`src/rtl/mul_ctrl_pkg.sv`:
```
`default_nettype none
// ---------------------------------------------------------------------------
// mul_ctrl_pkg : shared types and constants for the multiplier-sharing controller
// rev 1.0
// ---------------------------------------------------------------------------
package mul_ctrl_pkg;

    localparam int c_WIDTH_DEFAULT   = 32;
    localparam int c_TIMEOUT_DEFAULT = 128;

    typedef enum logic [1:0] {
        IDLE  = 2'd0,
        START = 2'd1,
        WAIT  = 2'd2,
        CLEAR = 2'd3
    } state_t;

    // Counter must hold TIMEOUT-1; never let the width collapse to zero.
    function automatic int tmo_cnt_width(input int timeout);
        return (timeout > 2) ? $clog2(timeout) : 1;
    endfunction

endpackage
`default_nettype wire

```
`src/rtl/rr_arb2.sv`:
```
`default_nettype none
// ---------------------------------------------------------------------------
// rr_arb2 : combinational two-way round-robin picker, one-hot grant
// rev 1.0
// ---------------------------------------------------------------------------
module rr_arb2 (
    input  logic [1:0] req,
    input  logic       last,
    output logic [1:0] gnt
);

    // On a tie the requester that did not win last time is favoured.
    always_comb begin
        gnt = 2'b00;
        case (req)
            2'b01:   gnt = 2'b01;
            2'b10:   gnt = 2'b10;
            2'b11:   gnt = last ? 2'b01 : 2'b10;
            default: gnt = 2'b00;
        endcase
    end

endmodule
`default_nettype wire

```
`src/rtl/mul_share_ctrl.sv`:
```
`default_nettype none
// ---------------------------------------------------------------------------
// mul_share_ctrl : shares one sequential signed multiplier between two requesters
// rev 1.0
// ---------------------------------------------------------------------------
module mul_share_ctrl
    import mul_ctrl_pkg::*;
#(
    parameter int WIDTH   = c_WIDTH_DEFAULT,
    parameter int TIMEOUT = c_TIMEOUT_DEFAULT
) (
    input  logic                 clk,
    input  logic                 reset_n,
    input  logic                 req0,
    input  logic                 req1,
    input  logic [WIDTH-1:0]     a0,
    input  logic [WIDTH-1:0]     b0,
    input  logic [WIDTH-1:0]     a1,
    input  logic [WIDTH-1:0]     b1,
    output logic                 ack0,
    output logic                 ack1,
    output logic                 err,
    output logic [2*WIDTH-1:0]   result,
    output logic                 busy,
    output logic [WIDTH-1:0]     m_multiplier,
    output logic [WIDTH-1:0]     m_multiplicand,
    output logic                 m_op_start,
    output logic                 m_op_clear,
    input  logic                 m_op_done,
    input  logic [2*WIDTH-1:0]   m_result
);

    localparam int                 c_CNT_W    = tmo_cnt_width(TIMEOUT);
    localparam logic [c_CNT_W-1:0] c_CNT_LAST = c_CNT_W'(TIMEOUT - 1);

    state_t             r_state;
    state_t             w_state_nxt;
    logic [c_CNT_W-1:0] r_cnt;
    logic               r_last;
    logic [1:0]         w_gnt;
    logic               w_load;
    logic               w_done;
    logic               w_tmo;
    logic               w_start_nxt;
    logic               w_clear_nxt;
    logic [1:0]         w_ack_nxt;
    logic               w_busy_nxt;

    rr_arb2 u_arb (
        .req  ({req1, req0}),
        .last (r_last),
        .gnt  (w_gnt)
    );

    assign w_load = (r_state == IDLE) && (w_gnt != 2'b00);
    assign w_done = (r_state == WAIT) && m_op_done;
    assign w_tmo  = (r_state == WAIT) && !m_op_done && (r_cnt == c_CNT_LAST);

    always_ff @(posedge clk or negedge reset_n) begin
        if (!reset_n) begin
            r_state <= IDLE;
        end else begin
            r_state <= w_state_nxt;
        end
    end

    always_comb begin
        w_state_nxt = r_state;
        case (r_state)
            IDLE:    if (w_load) w_state_nxt = START;
            START:   w_state_nxt = WAIT;
            WAIT:    if (w_done || w_tmo) w_state_nxt = CLEAR;
            CLEAR:   w_state_nxt = IDLE;
            default: w_state_nxt = IDLE;
        endcase
    end

    // Outputs are computed one cycle ahead so every port leaves a flop.
    always_comb begin
        w_start_nxt = (r_state == IDLE) && (w_state_nxt == START);
        w_clear_nxt = (r_state == WAIT) && (w_state_nxt == CLEAR);
        w_ack_nxt   = 2'b00;
        if (w_done || w_tmo) begin
            w_ack_nxt = r_last ? 2'b10 : 2'b01;
        end
        w_busy_nxt  = (w_state_nxt != IDLE);
    end

    always_ff @(posedge clk or negedge reset_n) begin
        if (!reset_n) begin
            m_op_start     <= 1'b0;
            m_op_clear     <= 1'b0;
            ack0           <= 1'b0;
            ack1           <= 1'b0;
            err            <= 1'b0;
            busy           <= 1'b0;
            result         <= '0;
            m_multiplier   <= '0;
            m_multiplicand <= '0;
            r_last         <= 1'b1;
            r_cnt          <= '0;
        end else begin
            m_op_start <= w_start_nxt;
            m_op_clear <= w_clear_nxt;
            ack0       <= w_ack_nxt[0];
            ack1       <= w_ack_nxt[1];
            err        <= w_tmo;
            busy       <= w_busy_nxt;

            // r_last doubles as the owner of the operation in flight.
            if (w_load) begin
                m_multiplier   <= w_gnt[1] ? a1 : a0;
                m_multiplicand <= w_gnt[1] ? b1 : b0;
                r_last         <= w_gnt[1];
            end

            if (w_done) begin
                result <= m_result;
            end else if (w_tmo) begin
                result <= '0;
            end

            if (r_state == START) begin
                r_cnt <= '0;
            end else if (r_state == WAIT) begin
                r_cnt <= r_cnt + 1'b1;
            end
        end
    end

endmodule
`default_nettype wire

```
`config.mk`:
```
export PLATFORM = sky130hd
export DESIGN_NAME = mul_share_ctrl
export DESIGN_NICKNAME = d
export VERILOG_FILES = /design/src/rtl/mul_ctrl_pkg.sv /design/src/rtl/rr_arb2.sv /design/src/rtl/mul_share_ctrl.sv
export SDC_FILE = /design/constraint.sdc
export NUM_CORES = 1
export LEC_CHECK = 0
export BUFFER_PORTS_ARGS = -buffer_cell sky130_fd_sc_hd__buf_2
export CORE_AREA = 3 3 126 128
export CTS_CLUSTER_DIAMETER = 150
export CTS_CLUSTER_SIZE = 28
export DETAILED_ROUTE_END_ITERATION = 10
export DIE_AREA = 0 0 129 131
export GPL_ROUTABILITY_DRIVEN = 0
export PLACE_DENSITY_LB_ADDON = 0.08
export SLEW_MARGIN = 20
export SYNTH_ARGS = -nofsm -noshare
export SYNTH_HDL_FRONTEND = slang
export SYNTH_SLANG_ARGS = --single-unit
export TNS_END_PERCENT = 10
```
`constraint.sdc`:
```
create_clock -name clk -period 2.4 [get_ports clk]
set_input_delay 0.24 -clock clk [delete_from_list [all_inputs] [get_ports clk]]
set_output_delay 0.24 -clock clk [all_outputs]
set_load 0.005 [all_outputs]
```
==> results.yml, run 1 <==
worst_setup_path:
  critical_path_arrival_ns: 2.13
  crit_start: "r_state[0]$_DFF_PN0_"
  path_cells: "inv_1, ha_1, o21ai_4, buf_4, o21ai_0"
  crit_path_end_kind: "register"
  worstSetupPathType: "reg2reg"
  crit_family: "compound AO/OA/AOI/OAI gates"
  path_max_fanout: 39
  crit_slowest_cell: "buf_4"
  rr_startpoint: "r_state[0]$_DFF_PN0_"
  critPathLaunchType: "register"
  cp_data_required_time_ns: 2.66
  critPathMaxStageDelay_ns: 0.40
  r2r_setup_slack_ns: 0.53
  path_buf_inv: 2
pwr:
  seqPwrFrac: 0.370
  p_per_area_mw_per_mm2: 1310
  cellLeakagePower_nw: 4.45
  finalPower_mw: 11.7
  p_clk_frac: 0.244
  p_comb_frac: 0.387
  p_sw_frac: 0.342
  vdd_ir_drop_max_uv: 641
  p_int_mw: 7.71
  p_sw_mw: 4.02
logic_synthesis:
  synth-edff-count: 0
  async_reset_ff_frac: 1.00
  synthDistinctLibCells: 39
  syn_area_sq_mm: 0.00642
  syn_area_per_cell_sq_um: 11.4
  yosys_warnings: 0
  synth_cells: 562
  synth_seq_cells: 144
  ys_seq_area_frac: 0.561
  ys.flop_type: "dfrtp_1"
  syn-num-nets: 763
clock_network:
  cts_inserted_buffers: 17
  cts_resized: 0
  cts-root-buf: "clkbuf_16"
  cts_buffer_depth: 2
  path_clk_slew_ns: 0.06
  clock_latency_ns: 0.41
  htree_num_levels: 4
  cts_sinks: 144
  holdBufCountCts: 1
  cts_setup_buffers: 0
  cts_tree: "yes"
floorplanning:
  fp.dieH_microns: 131
  num_io_pins: 331
  core_sq_mm: 0.0150
  die_area_sq_mm: 0.0169
  placementRows: 45
  die_w_microns: 129
  start_util: 0.429
routing:
  vias: 5551
  dr.pass1.iters: 4
  wire_per_inst_microns: 17.4
  drtIter0Drc: 309
  vias_per_cell: 5.11
  drc_errors: 0
  drtAntennaViolNets: 0
  wirelength_microns: 18900
sta:
  period_needed_ns: 1.87
  finalClockSkew_ns: 0.00930
  fmax_mhz: 536
  rsz0062_at_grt: "false"
  setup_viol_count_final: 0
  slew_viol_final: 0
  hold_viol: 0
  tns_ns: 0
  period_share: 0.778
  slew_headroom: 0.431
  worst_pin_slew_ns: 0.851
grt:
  antenna_found_initial: 0
  grt_pass1_vias: 5269
  grt_overflow: 0
  grt_max_degree: 75
  grt_pass1_wl_microns: 28000
  grt_usage: 0.214
final_layout:
  fillers: 1292
  synthToLayoutAreaGrowth_pct: 39.6
  drive_above_1_share: 0.425
  nets: 1086
  final_cell_count_no_fill: 1086
  n_antenna_cell: 0
place:
  hpwl_microns: 14300
  dpl.cell_count: 1053
  place.port_buffers: 330
worst_hold_path:
  min_path_type: "in2reg"
  hold_start: "m_op_done"
outcome:
  status: "finished clean"
job:
  drv_cap: 0
-- worst register-to-register path, cell delays in order, from the launching register on --
cell and delay, ns:
dfrtp_1 0.39, inv_1 0.08, ha_1 0.32, o21ai_4 0.36, buf_4 0.41, o21ai_0 0.16
-- area by class of cell --
cell class | count | area (sq um) | area share
sequential | 144 | 3600 | 0.402
multi-input combinational | 367 | 2600 | 0.290
timing repair buffer | 349 | 1850 | 0.207
clock buffer | 23 | 468 | 0.0522
tap | 188 | 235 | 0.0262
clock inverter | 9 | 180 | 0.0201
inverter | 6 | 22.5 | 0.00251
-- sequential cells by signal, summed over array words and instances (netlist names) --
register,count
busy,1
result,64
m_multiplier,32
r_cnt,7
m_op_clear,1
r_last,1
m_op_start,1
err,1
ack0,1
m_multiplicand,32
r_state,2
ack1,1
-- kinds of logic after synthesis --
| kind of cell | count (synthesis) | share of synthesized area |
|---|---|---|
| AOI/OAI and AO/OA | 150 | 0.173 |
| adders and majority gates | 4 | 0.00779 |
| DFF | 144 | 0.561 |
| and+or+nand+nor | 148 | 0.119 |
| muxes | 65 | 0.101 |
| buffers and inverters | 51 | 0.0378 |
-- power groups by stage --
stage          clock [mW]  sequential, mW  combinational [mW]
2_1_floorplan           0            4.35                2.50
3_3_place_gp            0            4.32                4.44
3_5_place_dp            0            4.33                4.62
4_1_cts              2.92            4.34                4.60
5_1_grt              3.05            4.48                5.07
6_report             2.86            4.34                4.53
-- final timing paths --
check	cells after the start	to
min in group asynchronous	2	m_multiplier[3]$_DFFE_PN0P_
worst min register to register	2	m_multiplicand[8]$_DFFE_PN0P_
worst max register to register	5	m_multiplicand[7]$_DFFE_PN0P_
worst max-delay path	5	m_multiplicand[7]$_DFFE_PN0P_
max in group asynchronous	3	r_last$_DFFE_PN1P_
worst min-delay path	2	err$_DFF_PN0_
-- cell usage after synthesis (all sizes together) (2+ instances only) --
library cell | number | area [sq um]
ha | 4 | 50.1
nand2b | 2 | 12.5
nor3b | 2 | 15.0
and2b | 6 | 45.0
mux2i | 65 | 651
o21ai | 71 | 355
o31ai | 2 | 15.0
a31oi | 2 | 12.5
a221o | 65 | 651
nand2 | 67 | 251
nor3 | 2 | 10.0
nand3 | 2 | 10.0
buf | 20 | 125
dfrtp | 143 | 3580
and3 | 2 | 12.5
clkbuf | 25 | 95.1
inv | 6 | 22.5
nor2b | 59 | 369
-- metrics by stage --
step	area, sq um	hold WS [ns]	setup WS, ns	utilization
finish	8970	0.0366	0.534	0.599
global route	8970	0.0310	0.382	0.599
CTS	8970	0.0282	0.516	0.599
detailed placement	8310	0.304	0.540	0.555
global placement	8310	0.298	0.639	0.555
floorplan	6420	-0.0556	0.625	-
-- per-layer routing --
metal	routed length [microns]	up-vias	GRT usage
met3	1550	28	0.0687
met5	0	-	0
met4	420	0	0.0747
met2	9230	228	0.348
met1	7660	2606	0.272
li1	-	2689	-
-- placed cells by master (no fill, tap or decap), drive strengths merged, types with 3 or more instances in the layout --
cell,Yosys,routed
clkbuf,25,23
dfrtp,143,143
inv,6,6
buf,20,348
mux2i,65,65
a221o,65,65
nand2,67,67
o21ai,71,71
ha,4,4
clkinv,0,3
bufinv,0,5
nor2b,59,59
and2b,6,6
Power figures use the tool's default switching activity.
==> run 2: changes to the inputs <==
==> constraint.sdc (replaced) <==
create_clock -name clk -period 1.9 [get_ports clk]
set_input_delay 0.19 -clock clk [delete_from_list [all_inputs] [get_ports clk]]
set_output_delay 0.19 -clock clk [all_outputs]
set_load 0.005 [all_outputs]
==> results.yml, run 2 (synthesis results as in run 1) <==
sta:
  fin_ws_ns: 0.139
  period_needed_ns: 1.76
  tns_ns: 0
  finalClockSkew_ns: 0.00939
  fmax_mhz: 568
  slew_headroom: 0.530
  slew_viol_final: 0
  setup_viol_count_final: 0
  period_share: 0.927
  rsz0062_at_grt: "false"
  worst_pin_slew_ns: 0.703
  hold_viol: 0
floorplanning:
  core_sq_mm: 0.0150
  num_io_pins: 331
  die_area_sq_mm: 0.0169
  placementRows: 45
  die_w_microns: 129
  start_util: 0.429
  fp.dieH_microns: 131
routing:
  wire_per_inst_microns: 17.3
  drtIter0Drc: 221
  dr.pass1.iters: 4
  drc_errors: 0
  vias_per_cell: 5.02
  vias: 5581
  drtAntennaViolNets: 0
  wirelength_microns: 19200
final_layout:
  layout_common_cells: "329 x buf_2, 143 x dfrtp_1, 70 x o21ai_0, 67 x nand2_1"
  fillers: 1246
  final_util: 0.619
  nets: 1111
  n_antenna_cell: 0
  largest_reg_flops: 64
  synthToLayoutAreaGrowth_pct: 44.3
  drive_above_1_share: 0.418
  layout_commonest_cell: "buf_2"
  largest-register: "result"
  largest_registers: "result (64), m_multiplicand (32), m_multiplier (32)"
clock_network:
  cts_inserted_buffers: 17
  clock_latency_ns: 0.41
  cts_tree: "yes"
  cts_resized: 0
  cts_sinks: 144
  htree_num_levels: 4
  path_clk_slew_ns: 0.06
  cts-root-buf: "clkbuf_16"
  cts_buffer_depth: 2
outcome:
  status: "finished clean"
grt:
  grt_max_degree: 70
  grt.met3_usage: 0.0589
  grt_pass1_vias: 5435
  met1_usage: 0.265
  grt_pass1_wl_microns: 28400
  grt_busiest_layer: "met2"
  grt_overflow: 0
  antenna_found_initial: 0
  grt_usage: 0.216
  gr-usage-met2: 0.378
place:
  dpl_worst_slack_ns: 0.179
  place.port_buffers: 330
  hpwl_microns: 14200
pwr:
  p_comb_frac: 0.393
  p_sw_mw: 5.18
  vdd_ir_drop_max_uv: 756
  p_sw_frac: 0.345
  cellLeakagePower_nw: 4.57
  p_int_mw: 9.83
  p_per_area_mw_per_mm2: 1620
  seqPwrFrac: 0.364
  finalPower_mw: 15.0
  p_clk_frac: 0.243
worst_setup_path:
  crit_path_end_kind: "register"
  critPathMaxStageDelay_ns: 0.41
  crit_slowest_cell: "dfrtp_1"
  path_cells: "ha_1, nand4_1, o21ba_2, buf_12, a221o_1"
  critical_path_arrival_ns: 2.05
  path_max_fanout: 69
  critPathLaunchType: "register"
  cp_data_required_time_ns: 2.19
  worstSetupPathType: "reg2reg"
job:
  drv_cap: 0
worst_hold_path:
  min_path_type: "in2reg"
run 2: cell count changes in the layout (fill, tap and decap cells not counted):
cell,delta
clkinv_2,+1
dlygate4sd3_1,+24
clkbuf_1,-3
clkinv_4,+1
buf_4,-3
clkbuf_8,-1
clkinvlp_4,+1
inv_6,+1
buf_12,+4
run 2: worst max-delay path, delay by kind of cell, from the launching register on:
family          cells  cell delay, ns
flops               1            0.41
simple gates        1            0.13
fa+ha+maj           1            0.22
buf+inv             1            0.18
compound gates      2            0.64
run 2: metrics by stage:
stage	hold slack, ns	std cells	cell area, sq um
2_1_floorplan	-0.106	562	6420
3_3_place_gp	0.171	1054	8370
3_5_place_dp	0.173	1054	8370
4_1_cts	0.0000887	1109	9250
5_1_grt	0.00381	1111	9270
6_report	0.0153	1111	9270
run 2: power groups by stage:
stage | Sequential [mW] | Clock, mW | Combinational, mW
6_report | 5.47 | 3.65 | 5.90
3_3_place_gp | 5.43 | 0 | 5.75
4_1_cts | 5.47 | 3.72 | 5.97
3_5_place_dp | 5.45 | 0 | 5.95
2_1_floorplan | 5.49 | 0 | 3.16
5_1_grt | 5.65 | 3.86 | 6.57
run 2: worst paths after layout:
path	slack [ns]	start	cells past startpoint	to
min reg2reg	0.47	m_multiplicand[28]$_DFFE_PN0P_	2	m_multiplicand[28]$_DFFE_PN0P_
max	0.14	r_cnt[0]$_DFFE_PN0P_	5	result[60]$_DFFE_PN0N_
min	0.02	m_result[56]	2	result[56]$_DFFE_PN0N_
max reg2reg	0.14	r_cnt[0]$_DFFE_PN0P_	5	result[60]$_DFFE_PN0N_
max in group asynchronous	0.99	reset_n	3	m_multiplier[20]$_DFFE_PN0P_
min in group asynchronous	0.29	reset_n	2	m_multiplier[3]$_DFFE_PN0P_
run 2: per-layer routing:
metal  up-vias  routed length [microns]  share of wire
met3        15                     1340          0.070
met2       207                     9690           0.51
met5         -                        0              0
met4         0                      222          0.012
li1       2730                        -              -
met1      2629                     7920           0.41
run 2: repair_timing:
item	CTS	global route
buffers inserted	0	0
endpoints found under the hold margin	68	2
hold buffers	23	2
run 2: area by class of cell:
class,instances,area [sq um],area share
Sequential cell,144,3600,0.389
Multi-Input combinational cell,367,2600,0.281
Timing Repair Buffer,374,2150,0.232
Clock buffer,19,443,0.0478
Tap cell,188,235,0.0254
Clock inverter,13,210,0.0227
Inverter,6,22.5,0.00243
==> run 3: changes to the inputs <==
--- a/config.mk
+++ b/config.mk
@@ -6,15 +6,14 @@
 export NUM_CORES = 1
 export LEC_CHECK = 0
 export BUFFER_PORTS_ARGS = -buffer_cell sky130_fd_sc_hd__buf_2
-export CORE_AREA = 3 3 126 128
+export CORE_AREA = 3 3 128 130
 export CTS_CLUSTER_DIAMETER = 150
 export CTS_CLUSTER_SIZE = 28
 export DETAILED_ROUTE_END_ITERATION = 10
-export DIE_AREA = 0 0 129 131
+export DIE_AREA = 0 0 131 133
 export GPL_ROUTABILITY_DRIVEN = 0
-export PLACE_DENSITY_LB_ADDON = 0.08
+export PLACE_DENSITY = 0.74
 export SLEW_MARGIN = 20
 export SYNTH_ARGS = -nofsm -noshare
 export SYNTH_HDL_FRONTEND = slang
 export SYNTH_SLANG_ARGS = --single-unit
-export TNS_END_PERCENT = 10
==> results.yml, run 3 (synthesis results as in run 1) <==
outcome:
  status: "finished clean"
sta:
  slew_viol_final: 0
  worst_pin_slew_ns: 0.513
  rsz0062_at_grt: "false"
  fmax_mhz: 568
  period_needed_ns: 1.76
  period_share: 0.927
  hold_viol: 0
  tns_ns: 0
  fin_ws_ns: 0.138
  slew_headroom: 0.657
  finalClockSkew_ns: 0.0123
  setup_viol_count_final: 0
clock_network:
  path_clk_slew_ns: 0.06
  clock_latency_ns: 0.40
  cts_setup_buffers: 0
  cts_sinks: 144
  htree_num_levels: 4
  cts_tree: "yes"
  cts_resized: 0
  cts_inserted_buffers: 17
  cts_buffer_depth: 2
  holdBufCountCts: 24
  cts-root-buf: "clkbuf_16"
pwr:
  seqPwrFrac: 0.371
  p_clk_frac: 0.230
  p_sw_mw: 5.22
  p_sw_frac: 0.355
  p_per_area_mw_per_mm2: 1580
  vdd_ir_drop_max_uv: 705
  p_int_mw: 9.48
  cellLeakagePower_nw: 4.58
  p_comb_frac: 0.399
final_layout:
  fillers: 1276
  synthToLayoutAreaGrowth_pct: 45.0
  regArea_sq_mm: 0.00360
  layout_commonest_cell: "buf_2"
  largest-register: "result"
  largest_registers: "result (64), m_multiplicand (32), m_multiplier (32)"
  layout_common_cells: "329 x buf_2, 143 x dfrtp_1, 70 x o21ai_0, 67 x nand2_1"
  n_antenna_cell: 0
  drive_above_1_share: 0.419
  multi_input_area_sq_mm: 0.00260
  largest_reg_flops: 64
  nets: 1118
grt:
  grt_overflow: 0
  antenna_found_initial: 0
  grt_pass1_wl_microns: 28900
  grt_max_degree: 84
  grt_busiest_layer: "met2"
  grt_usage: 0.209
  grt_pass1_vias: 5751
  gr-usage-met2: 0.360
  grt.met3_usage: 0.0577
  met1_usage: 0.254
floorplanning:
  num_io_pins: 331
  die_w_microns: 131
  fp.dieH_microns: 133
  placementRows: 45
  core_sq_mm: 0.0153
  die_area_sq_mm: 0.0174
  start_util: 0.421
place:
  place.port_buffers: 330
  hpwl_microns: 14000
  dpl_worst_slack_ns: 0.172
routing:
  drc_errors: 0
  wirelength_microns: 19100
  wire_per_inst_microns: 16.7
  vias_per_cell: 4.97
  drtAntennaViolNets: 0
  dr.pass1.iters: 4
  drtIter0Drc: 231
  vias: 5675
worst_setup_path:
  critPathLaunchType: "register"
  worstSetupPathType: "reg2reg"
  cp_data_required_time_ns: 2.18
  crit_family: "compound AO/OA/AOI/OAI gates"
  crit_slowest_cell: "dfrtp_1"
  path_buf_inv: 1
  crit_path_end_kind: "register"
  critical_path_arrival_ns: 2.04
  critPathMaxStageDelay_ns: 0.41
  path_max_fanout: 62
  path_cells: "ha_1, nand4_1, o21ba_2, buf_12, a221o_1"
job:
  drv_cap: 0
worst_hold_path:
  min_path_type: "in2reg"
run 3: path summary, 6_finish.rpt:
kind / to / slack, ns / cells after the start / startpoint
worst max-delay path: result[38]$_DFFE_PN0N_ / 0.14 / 5 / r_cnt[0]$_DFFE_PN0P_
worst min-delay path: result[25]$_DFFE_PN0N_ / 0.02 / 2 / m_result[25]
worst max register to register: result[38]$_DFFE_PN0N_ / 0.14 / 5 / r_cnt[0]$_DFFE_PN0P_
worst min register to register: m_multiplicand[6]$_DFFE_PN0P_ / 0.47 / 2 / m_multiplicand[6]$_DFFE_PN0P_
max in group asynchronous: r_last$_DFFE_PN1P_ / 1.01 / 3 / reset_n
min in group asynchronous: result[30]$_DFFE_PN0N_ / 0.28 / 2 / reset_n
run 3: layout make-up:
type	instances	area share
Tap cell	211	0.0284
Inverter	6	0.00242
Sequential cell	144	0.387
Timing Repair Buffer	381	0.238
Multi-Input combinational cell	367	0.279
Clock inverter	13	0.0163
Clock buffer	19	0.0486
run 3: routing by layer:
layer | part of all wire | wire (microns) | up-vias
met5 | 0 | 0 | -
met4 | 0.019 | 361 | 0
met3 | 0.084 | 1600 | 27
met2 | 0.49 | 9380 | 255
met1 | 0.41 | 7760 | 2642
li1 | - | - | 2751
run 3: power by group through the flow:
| stage | clock network (mW) | logic, mW | registers (mW) |
|---|---|---|---|
| floorplan | 0 | 3.16 | 5.49 |
| global placement | 0 | 5.68 | 5.44 |
| detailed placement | 0 | 5.91 | 5.44 |
| CTS | 3.47 | 5.92 | 5.45 |
| global route | 3.61 | 6.48 | 5.67 |
| finish | 3.38 | 5.87 | 5.46 |
run 3: metrics by stage:
stage | instance area (sq um) | power (mW) | cells | utilization | hold slack [ns]
after detailed placement | 8420 | 11.4 | 1080 | 0.552 | 0.146
after global routing | 9310 | 15.8 | 1141 | 0.610 | 0.00188
final | 9310 | 14.7 | 1141 | 0.610 | 0.0158
after CTS | 9260 | 14.8 | 1136 | 0.607 | 0.0000875
after global placement | 8420 | 11.1 | 1080 | 0.552 | 0.149
after floorplan | 6420 | 8.65 | 562 | - | -0.106
